===== config.mk =====
export PLATFORM = sky130hd
export DESIGN_NAME = seq_detect_param
export DESIGN_NICKNAME = d
export VERILOG_FILES = /design/src/rtl/seq_detect_pkg.sv /design/src/rtl/sat_counter.sv /design/src/rtl/seq_detect_param.sv
export SDC_FILE = /design/constraint.sdc
export NUM_CORES = 1
export LEC_CHECK = 0
export CORE_UTILIZATION = 56
export CTS_CLUSTER_DIAMETER = 100
export DETAILED_ROUTE_END_ITERATION = 8
export PLACE_DENSITY = 0.86
export SLEW_MARGIN = 10
export SYNTH_ARGS = -nofsm -noshare
export SYNTH_HDL_FRONTEND = slang
export SYNTH_SLANG_ARGS = --single-unit

===== constraint.sdc =====
create_clock -name clk -period 4.29 [get_ports clk]
set_input_delay 1.0725 -clock clk [delete_from_list [all_inputs] [get_ports clk]]
set_output_delay 1.0725 -clock clk [all_outputs]
set_load 0.01 [all_outputs]

===== src/rtl/seq_detect_pkg.sv =====
// Shared types and helpers for the parametrised serial sequence detector.
package seq_detect_pkg;

  typedef enum logic {
    IDLE  = 1'b0,
    ARMED = 1'b1
  } state_t;

  // A pattern length is usable only when it lies in 1..pat_w.
  function automatic logic len_legal(input int unsigned len, input int unsigned pat_w);
    return (len >= 1) && (len <= pat_w);
  endfunction

endpackage


===== src/rtl/sat_counter.sv =====
// Saturating up-counter with synchronous clear; clear has priority over increment.
module sat_counter #(
  parameter int CNT_W = 8
) (
  input  logic             clk,
  input  logic             reset,
  input  logic             inc,
  input  logic             clr,
  output logic [CNT_W-1:0] count
);

  always_ff @(posedge clk) begin
    if (reset || clr) begin
      count <= '0;
    end else if (inc && (count != {CNT_W{1'b1}})) begin
      count <= count + CNT_W'(1);
    end
  end

endmodule


===== src/rtl/seq_detect_param.sv =====
// Serial bit-sequence detector with run-time pattern/length, overlap mode and match counter.
// Handshake: a bit is consumed on any rising edge where in_valid=1, the FSM is ARMED and cfg_load=0.
module seq_detect_param
  import seq_detect_pkg::*;
#(
  parameter  int PAT_W = 8,
  parameter  int CNT_W = 8,
  localparam int LEN_W = $clog2(PAT_W + 1)
) (
  input  logic             clk,
  input  logic             reset,
  input  logic             cfg_load,
  input  logic [PAT_W-1:0] pat,
  input  logic [LEN_W-1:0] pat_len,
  input  logic             overlap,
  input  logic             in_valid,
  input  logic             in_bit,
  input  logic             cnt_clr,
  output logic             armed,
  output logic             match,
  output logic [CNT_W-1:0] match_count,
  output logic             cfg_err
);

  state_t           state_q, state_d;
  logic [PAT_W-1:0] pat_q, pat_d;
  logic [LEN_W-1:0] len_q, len_d;
  logic             ovl_q, ovl_d;
  logic [PAT_W-1:0] hist_q, hist_d;
  logic [LEN_W-1:0] fill_q, fill_d;
  logic             match_q, match_d;
  logic             err_q, err_d;

  logic [PAT_W-1:0] hist_shift;
  logic [LEN_W-1:0] fill_inc;
  logic [PAT_W-1:0] len_mask;
  logic             hit;

  // Pattern bits at or above len_q are don't-care in the compare.
  always_comb begin
    len_mask = '0;
    for (int i = 0; i < PAT_W; i++) begin
      len_mask[i] = (i < int'(len_q));
    end
  end

  always_comb begin
    hist_shift = {hist_q[PAT_W-2:0], in_bit};
    fill_inc   = (fill_q == LEN_W'(PAT_W)) ? fill_q : fill_q + LEN_W'(1);
    hit        = (fill_inc >= len_q) && (((hist_shift ^ pat_q) & len_mask) == '0);
  end

  always_comb begin
    state_d = state_q;
    pat_d   = pat_q;
    len_d   = len_q;
    ovl_d   = ovl_q;
    hist_d  = hist_q;
    fill_d  = fill_q;
    match_d = 1'b0;
    err_d   = 1'b0;
    if (cfg_load) begin
      if (len_legal(32'(pat_len), 32'(PAT_W))) begin
        state_d = ARMED;
        pat_d   = pat;
        len_d   = pat_len;
        ovl_d   = overlap;
        hist_d  = '0;
        fill_d  = '0;
      end else begin
        err_d = 1'b1;
      end
    end else if ((state_q == ARMED) && in_valid) begin
      hist_d  = hist_shift;
      match_d = hit;
      // Non-overlapping mode forces the next match to start from fresh bits.
      fill_d  = (hit && !ovl_q) ? '0 : fill_inc;
    end
  end

  always_ff @(posedge clk) begin
    if (reset) begin
      state_q <= IDLE;
      pat_q   <= '0;
      len_q   <= '0;
      ovl_q   <= 1'b0;
      hist_q  <= '0;
      fill_q  <= '0;
      match_q <= 1'b0;
      err_q   <= 1'b0;
    end else begin
      state_q <= state_d;
      pat_q   <= pat_d;
      len_q   <= len_d;
      ovl_q   <= ovl_d;
      hist_q  <= hist_d;
      fill_q  <= fill_d;
      match_q <= match_d;
      err_q   <= err_d;
    end
  end

  sat_counter #(.CNT_W(CNT_W)) u_cnt (
    .clk   (clk),
    .reset (reset),
    .inc   (match_d),
    .clr   (cnt_clr),
    .count (match_count)
  );

  assign armed   = (state_q == ARMED);
  assign match   = match_q;
  assign cfg_err = err_q;

endmodule


After elaboration in Yosys (flattened, before gate mapping)
Index checks and enable logic that the tools add are counted.
{"block": "totals", "ff_bits": 35, "in_bits": 19, "wordCells": 51, "out_inout_bits": 11}
{"block": "classes", "n_bitwise": 3, "reduce_logical": 12, "n_eq_ne": 3, "n_mux": 11, "n_lt_le_gt_ge": 11, "n_addsub": 2}
{"operator": "2-to-1 mux 7 bit", "n": 3}
{"operator": "2-to-1 mux 4 bit", "n": 5}
{"operator": "< comparator 3 x 4 -> 1 bit (first input constant)", "n": 4}
{"operator": "adder 8 x 1 -> 8 bit (second input constant)", "n": 1}
{"operator": "AND 8 bit", "n": 1}
{"operator": "zero test 8 bit", "n": 1}
{"operator": "< comparator 1 x 4 -> 1 bit (first input constant)", "n": 2}
{"operator": "< comparator 2 x 4 -> 1 bit (first input constant)", "n": 2}
{"operator": "!= test 8 bit (second input constant)", "n": 1}
{"operator": "bitwise XOR 8 bit", "n": 1}
{"operator": "logical AND 1 bit", "n": 5}
{"operator": "adder 4 x 1 -> 4 bit (second input constant)", "n": 1}
{"operator": "== test 4 bit (second input constant)", "n": 1}
{"operator": "greater-or-equal comparator 4 x 1 -> 1 bit (second input constant)", "n": 1}
{"operator": "greater-or-equal comparator 4 bit", "n": 1}
{"operator": "less-or-equal comparator 4 bit (second input constant)", "n": 1}
{"operator": "AND reduction 2 bit", "n": 2}
{"operator": "2-to-1 mux 1 bit", "n": 3}
{"operator": "!= test 2 x 1 -> 1 bit (second input constant)", "n": 1}
{"operator": "nonzero test 2 bit", "n": 1}
{"operator": "OR reduction 2 bit", "n": 1}
{"operator": "zero test 1 bit", "n": 1}
{"operator": "logical OR 1 bit", "n": 1}
{"operator": "inverter 1 bit", "n": 1}

Logic depth before layout (Yosys ltp)
Gate-level depths: netlist of the first run.
{"block": "depth", "ltp_word": 8, "depth_mapped": 12, "mapped_depth_nobuf": 10}

By module
From an unflattened synthesis of the first run, not the netlist that was laid out.
{"block": "hier_totals", "hier_cells": 214, "area_unflattened_um2": 1734.2}
{"mod": "seq_detect_param", "area_each_um2": 1312.5, "cells_per_inst": 166, "seq_area_each_um2": 540.5, "n_inst": 1}
{"mod": "sat_counter", "area_each_um2": 421.7, "cells_per_inst": 48, "seq_area_each_um2": 160.2, "n_inst": 1}

Worst setup path after synthesis of the first run
Ideal clock, no wire load.
{"block": "synth_path", "path_kind": "register to register", "startpoint": "register fill_q[0]", "endpoint": "register u_cnt.count[6]", "period_less_slack_ns": 2.505, "arrival_time_ns": 2.434, "slack_ns": 1.785, "required_ns": 4.218, "setup_time_ns": 0.072, "path_stages_with_launch": 13, "n_path_buf": 2, "cell_sequence": "dfxtp_1 -> inv_1 -> ha_1 -> and3b_1 -> clkbuf_1 -> xnor2_1 -> ha_1 -> nand2b_1 -> a2111o_1 -> and4_2 -> buf_2 -> nand4_1 -> mux2i_1"}
{"block": "synth_between", "elab_chain_len": 7, "elab_cells_between_ends": 8, "classes_between": "1 x add/sub; 1 x order compare; 1 x eq/ne; 3 x mux; 2 x reduce/logical"}
{"element": "start: declaration", "line": "seq_detect_param.sv:30", "rtl": "logic [LEN_W-1:0] fill_q, fill_d;"}
{"element": "start signal: assignment", "line": "seq_detect_param.sv:97", "rtl": "fill_q <= fill_d;"}
{"element": "adder 4 x 1 -> 4 bit or == test 4 bit (tied branches)", "line": "seq_detect_param.sv:49", "rtl": "fill_inc = (fill_q == LEN_W'(PAT_W)) ? fill_q : fill_q + LEN_W'(1);"}
{"element": "2-to-1 mux 4 bit *", "line": "seq_detect_param.sv:49"}
{"element": "greater-or-equal comparator 4 bit *", "line": "seq_detect_param.sv:50", "rtl": "hit = (fill_inc >= len_q) && (((hist_shift ^ pat_q) & len_mask) == '0);"}
{"element": "logical AND 1 bit *", "line": "seq_detect_param.sv:50"}
{"element": "2-to-1 mux 1 bit *", "line": "seq_detect_param.sv:73", "rtl": "end else if ((state_q == ARMED) && in_valid) begin"}
{"element": "2-to-1 mux 1 bit *", "line": "seq_detect_param.sv:62", "rtl": "if (cfg_load) begin"}
{"element": "logical AND 1 bit *", "line": "sat_counter.sv:15", "rtl": "end else if (inc && (count != {CNT_W{1'b1}})) begin"}
{"element": "end signal: assignment", "line": "sat_counter.sv:16", "rtl": "count <= count + CNT_W'(1);"}
{"element": "end: declaration", "line": "sat_counter.sv:9", "rtl": "output logic [CNT_W-1:0] count"}
Mark *: on every way between the ends. The rest lies on a longest branch, timed or not.
A chain may end at the register's enable or synchronous reset.

Final worst setup path of the first run
{"block": "layout_path", "startpoint": "input port cfg_load", "endpoint": "register u_cnt.count[2]"}
{"block": "layout_between", "elab_chain_len": 2}
{"element": "start: declaration", "line": "seq_detect_param.sv:12", "rtl": "input logic cfg_load,"}
{"element": "2-to-1 mux 1 bit", "line": "seq_detect_param.sv:62"}
{"element": "logical AND 1 bit", "line": "sat_counter.sv:15"}
Every way passes these cells.

==> reports/qor.csv, run 1 <==
metric,value,unit
path_class,in -> reg,
area.growth.synth_to_final,20.59,%
synth_top_area_share,0.3935,
cts_tree,yes,
cts-buffers-inserted,5,
fin_crit_sh,0.6878,
dp_hpwl,2.919,mm
power.density,283.8,nW/um^2
crit_chain,clkdlybuf4s50_1 -> nand3b_1 -> a41oi_1 -> a21boi_0 -> nand3_1 -> mux2i_1,
critPathSlowestCell,clkdlybuf4s50_1,
wl_per_cell,13.54,um
drtAntennaViolNets,0,
die_y,58.39,um
synthCells,223,
core_area,3028,um^2
start_kind,input port,
vias,1667,
ios,30,
power,0.6093,mW
grt_pass1_vias,1547,
gp_congestion,0.9241,
final_nets,275,
grt.total_usage,0.2628,
n_fill_cell,256,
synth_area,1780,um^2
synthTopCellsByArea,"dfxtp_1 (39%), nand2_1 (9.7%), a21oi_1 (7.0%)",
required,4.52,ns
synth_fp_nets,249,
worstPathBufferInverterCount,1,
path_depth,6,
antenna_found_initial,0,
ctsHtreeMaxLevel,2,
hold_violations,0,
grt_overflow_total,0,
min_period,2.951,ns
register_area,700.7,um^2
yosysTopAreaCell,dfxtp_1,
cts_setup_buffers,0,
slew_viol_final,0,
drt_iter0_markers,74,
start_util,0.5880,
synth_area_per_cell,7.984,um^2
ir_drop,0.2028,mV
reg2reg_to,u_cnt.count[0],
worstRegToRegCells,10,
crit_fanout,13,
drive_gt1_frac,0.04819,
whs,0.4752,ns
hold_class,reg -> reg,
clock_latency,0.34,ns
rsz0062_at_grt,false,
root_buffer,clkbuf_4,
dr.pass1.iters,4,
die_area,3409,um^2
whs_endpoint,pat_q[0],
fin_worst_skew,0.005508,ns
cts.path.max_buffers,2,
holdBufCountCts,0,
grt_pass1_wl,6.831,mm
diodes,0,
ys_warn_count,0,
via_per_inst,5.689,
die_x,58.39,um
hp-start,pat_q[0],
cts_resized,0,
cts_sinks,35,
ys_seq_elements,35,
r2r_slack,1.60,ns
port_buffers,29,
cp.arrival,3.18,ns
finalSetupViolations,0,
grt_start_max_net_pins,26,
max_freq,338.9,MHz
num_rows,20,
relSlewSlack,0.5358,
cap_violations,0,
setup_tns,0,ns
crit_path_end_kind,flop,
slowest_delay,0.52,ns
cp_top_family,compound AO/OA/AOI/OAI gates,
wl,3.966,mm
tightest_slew,0.6946,ns
r2r_start,fill_q[0],
multiInputGateArea,1011,um^2
drc,0,
status,completed,
yosysSeqAreaShare,0.3935,
netlist-cell-type-count,40,
holdPathStages,2,
p_leak,0.7627,nW
clk_pin_slew,0.10,ns
through the flow:
stage	cells	cell area (um^2)	utilization	setup WS [ns]
floorplan	223	1780	-	1.785
finish	293	2147	0.7091	1.339
CTS	293	2147	0.7091	1.370
global placement	286	2091	0.6905	1.098
global route	293	2147	0.7091	1.168
detailed placement	286	2091	0.6905	1.005
synthesized netlist by cell type:
library cell and instances:
and3_1 2, clkbuf_1 10, a21bo_2 1, nand2b_1 2
a222oi_1 1, nor4_1 2, and3b_1 2, a21oi_1 25
a21boi_0 1, o211ai_1 3, nand4_2 1, o41ai_1 1
nor3_1 5, nand2_1 46, o221ai_1 1, o22a_1 1
and2_0 1, a2111o_1 1, or2_2 1, nand3b_1 1
buf_2 1, a41oi_1 1, dfxtp_1 35, and4_2 1
xor2_1 2, o21ai_0 5, a21o_1 2, o22ai_1 1
a22oi_1 1, nor3b_1 1, nand3_1 18, and4_1 1
or4_1 1, xnor2_1 10, ha_1 7, mux2i_1 6
nor2_1 8, or3_1 6, nand4_1 1, inv_1 7
cells by family (layout without fill, tap and decap cells):
| logic type | count (synthesis) | in the layout | synth area share |
|---|---|---|---|
| adders and majority gates | 7 | 7 | 0.04919 |
| and+or+nand+nor | 100 | 100 | 0.2713 |
| AOI/OAI and AO/OA | 45 | 45 | 0.1546 |
| muxes | 6 | 6 | 0.03373 |
| xor gates and xnor gates | 12 | 12 | 0.05903 |
| DFF | 35 | 35 | 0.3935 |
| buffers and inverters | 18 | 44 | 0.03865 |
placed cells by master, fill, tap and decap left out, drive strengths merged, types with 7 or more instances in the layout:
cell type,instances
ha,7
nor2,8
inv,7
nand2,46
nand3,18
clkdlybuf4s50,29
a21oi,25
xnor2,10
dfxtp,35
per-layer routing:
metal,GRT usage,up-vias,wire length [um]
met2,0.4171,47,1859
li1,-,831,-
met1,0.3379,774,1801
met3,0.05934,15,182
met4,0.1293,0,123
met5,0,-,0
worst max-delay path by stage:
stage,slack (ns),end,start
after global routing,1.17,u_cnt.count[2],cfg_load
after global placement,1.10,u_cnt.count[5],cfg_load
after floorplan,1.78,u_cnt.count[6],fill_q[0]
after CTS,1.37,u_cnt.count[2],cfg_load
after detailed placement,1.01,u_cnt.count[2],cfg_load
final,1.34,u_cnt.count[2],cfg_load
power breakdown:
part	internal, mW	switching [mW]	total [mW]
sequential	0.333	0.00771	0.341
clock	0.0759	0.108	0.184
combinational	0.0385	0.0466	0.0850
total	0.447	0.162	0.609
worst register-to-register path, cell delays in order (launching register included):
cell and delay, ns:
dfxtp_1 0.40, inv_1 0.11, ha_1 0.20, and3b_1 0.22, nor2_1 0.13, ha_1 0.17, o21ai_0 0.10, a222oi_1 0.44
nand4_2 0.30, or3_1 0.41, a21oi_1 0.14
area by class of cell:
cell class                 count  area share
multi-input combinational    170      0.4709
timing repair buffer          30      0.1387
tap                           44     0.02564
clock inverter                 1    0.002331
clock buffer                   6     0.02389
inverter                       7     0.01224
sequential                    35      0.3263
state kept, by name (all words and copies together), names as in the netlist:
signal and flops:
len_q 4, hist_q 7, u_cnt.count 8, armed 1
match 1, ovl_q 1, fill_q 4, cfg_err 1
pat_q 8
(Power assumes the default switching activity.)
==> inputs of run 2 (changes only) <==
--- a/config.mk
+++ b/config.mk
@@ -5,10 +5,10 @@
 export SDC_FILE = /design/constraint.sdc
 export NUM_CORES = 1
 export LEC_CHECK = 0
-export CORE_UTILIZATION = 56
+export CORE_UTILIZATION = 52
 export CTS_CLUSTER_DIAMETER = 100
 export DETAILED_ROUTE_END_ITERATION = 8
-export PLACE_DENSITY = 0.86
+export PLACE_DENSITY = 0.8
 export SLEW_MARGIN = 10
 export SYNTH_ARGS = -nofsm -noshare
 export SYNTH_HDL_FRONTEND = slang
==> constraint.sdc (replaced) <==
create_clock -name clk -period 2.9 [get_ports clk]
set_input_delay 0.725 -clock clk [delete_from_list [all_inputs] [get_ports clk]]
set_output_delay 0.725 -clock clk [all_outputs]
set_load 0.01 [all_outputs]
==> reports/qor.csv, run 2 (same netlist as run 1, synthesis figures left out) <==
metric,value,unit
die_y,60.52,um
final_nets,281,
crit_fanout,9,
crit_top_cell,ha_1,
cts-buffers-inserted,5,
setup_tns,0,ns
cts.path.max_buffers,2,
ir_drop,0.3144,mV
final_common_cell,nand2_1,
place_ws,0.2780,ns
die_area,3662,um^2
critPathSlowestCell,a222oi_1,
stdcell_area,2186,um^2
whs,0.4774,ns
path_class,reg -> reg,
holdBufCountCts,0,
p_leak,0.7858,nW
largestRegisters,"pat_q: 8 flops, u_cnt.count: 8 flops, hist_q: 7 flops",
wl_per_cell,12.53,um
drt_iter0_markers,83,
cts_tree,yes,
dp.cells,292,
cts_sinks,35,
gp_congestion,0.8817,
fin_worst_skew,0.007074,ns
stdcell_count,300,
hold_class,reg -> reg,
wl,3.758,mm
fin_util,0.6933,
hold_violations,0,
clk_pin_slew,0.10,ns
dr.pass1.iters,4,
grt_start_max_net_pins,19,
diodes,0,
placed_area,2136,um^2
grt_pass1_vias,1415,
finalWorstSetupSlack,0.2586,ns
cts_setup_buffers,0,
ios,30,
tightest_slew,0.5052,ns
start_util,0.5647,
power,0.8877,mW
antenna_found_initial,0,
power.density,406.1,nW/um^2
cts_resized,0,
grt.total_usage,0.2344,
required,3.17,ns
cp_top_family,simple AND/OR/NAND/NOR gates,
drtAntennaViolNets,0,
finalSetupViolations,0,
start_kind,flop,
cp.arrival,2.91,ns
root_buffer,clkbuf_4,
dp_hpwl,2.836,mm
min_period,2.641,ns
relSlewSlack,0.6632,
grt_pass1_wl,6.265,mm
vias,1658,
drive_gt1_frac,0.06641,
num_rows,20,
cap_violations,0,
slew_viol_final,0,
via_per_inst,5.527,
crit_path_end_kind,flop,
slowest_delay,0.42,ns
fin_crit_sh,0.9108,
rsz0062_at_grt,false,
worstPathBufferInverterCount,1,
crit_chain,inv_1 -> ha_1 -> and3b_1 -> nor2_1 -> ha_1 -> o21ai_0 -> a222oi_1 -> nand4_2 -> or3_1 -> a21oi_1,
core_area,3153,um^2
port_buffers,29,
area.growth.synth_to_final,22.77,%
ctsHtreeMaxLevel,2,
grt_overflow_total,0,
max_freq,378.6,MHz
status,completed,
die_x,60.52,um
clock_latency,0.34,ns
drc,0,
final_cell_mix,"nand2_1 (46), dfxtp_1 (35), clkdlybuf4s50_1 (29)",
## run 2: worst paths after layout
check,startpoint,endpoint,slack (ns),depth (start not counted)
setup / recovery,fill_q[0],u_cnt.count[0],0.26,10
setup reg to reg,fill_q[0],u_cnt.count[0],0.26,10
hold / removal,pat_q[0],pat_q[0],0.48,2
hold reg to reg,pat_q[0],pat_q[0],0.48,2
## run 2: worst min-delay path, delay by kind of cell (launching register included)
| kind | cells | cell delay [ns] |
|---|---|---|
| flip-flops | 1 | 0.33 |
| AO/OA/AOI/OAI | 1 | 0.05 |
| AND/OR/NAND/NOR | 1 | 0.05 |
## run 2: layout make-up
type	instances	area, um^2
Multi-Input combinational cell	170	1011
Fill cell	287	967.2
Sequential cell	35	700.7
Timing Repair Buffer	36	342.8
Tap cell	44	55.05
Clock buffer	7	45.04
Inverter	7	26.28
Clock inverter	1	5.005
## run 2: power by group
group          internal (mW)  switching [mW]  total [mW]  leakage [nW]
clock network         0.0944           0.158       0.253        0.0293
registers              0.493          0.0111       0.504         0.284
logic                 0.0627          0.0686       0.131         0.473
total                  0.650           0.238       0.888         0.786
## run 2: per-layer routing
| metal | vias to the layer above | wire length, um | GRT usage |
|---|---|---|---|
| met4 | 0 | 69 | 0.1201 |
| met3 | 8 | 190 | 0.05757 |
| met2 | 40 | 1681 | 0.3422 |
| li1 | 845 | - | - |
| met5 | - | 0 | 0 |
| met1 | 765 | 1817 | 0.3211 |
==> inputs of run 3 (changes only) <==
--- a/config.mk
+++ b/config.mk
@@ -9,6 +9,7 @@
 export CTS_CLUSTER_DIAMETER = 100
 export DETAILED_ROUTE_END_ITERATION = 8
 export PLACE_DENSITY = 0.8
+export SKIP_LAST_GASP = 1
 export SLEW_MARGIN = 10
 export SYNTH_ARGS = -nofsm -noshare
 export SYNTH_HDL_FRONTEND = slang
==> results of run 3 <==
No change in the layout: final DEF, timing and power equal those of run 2.
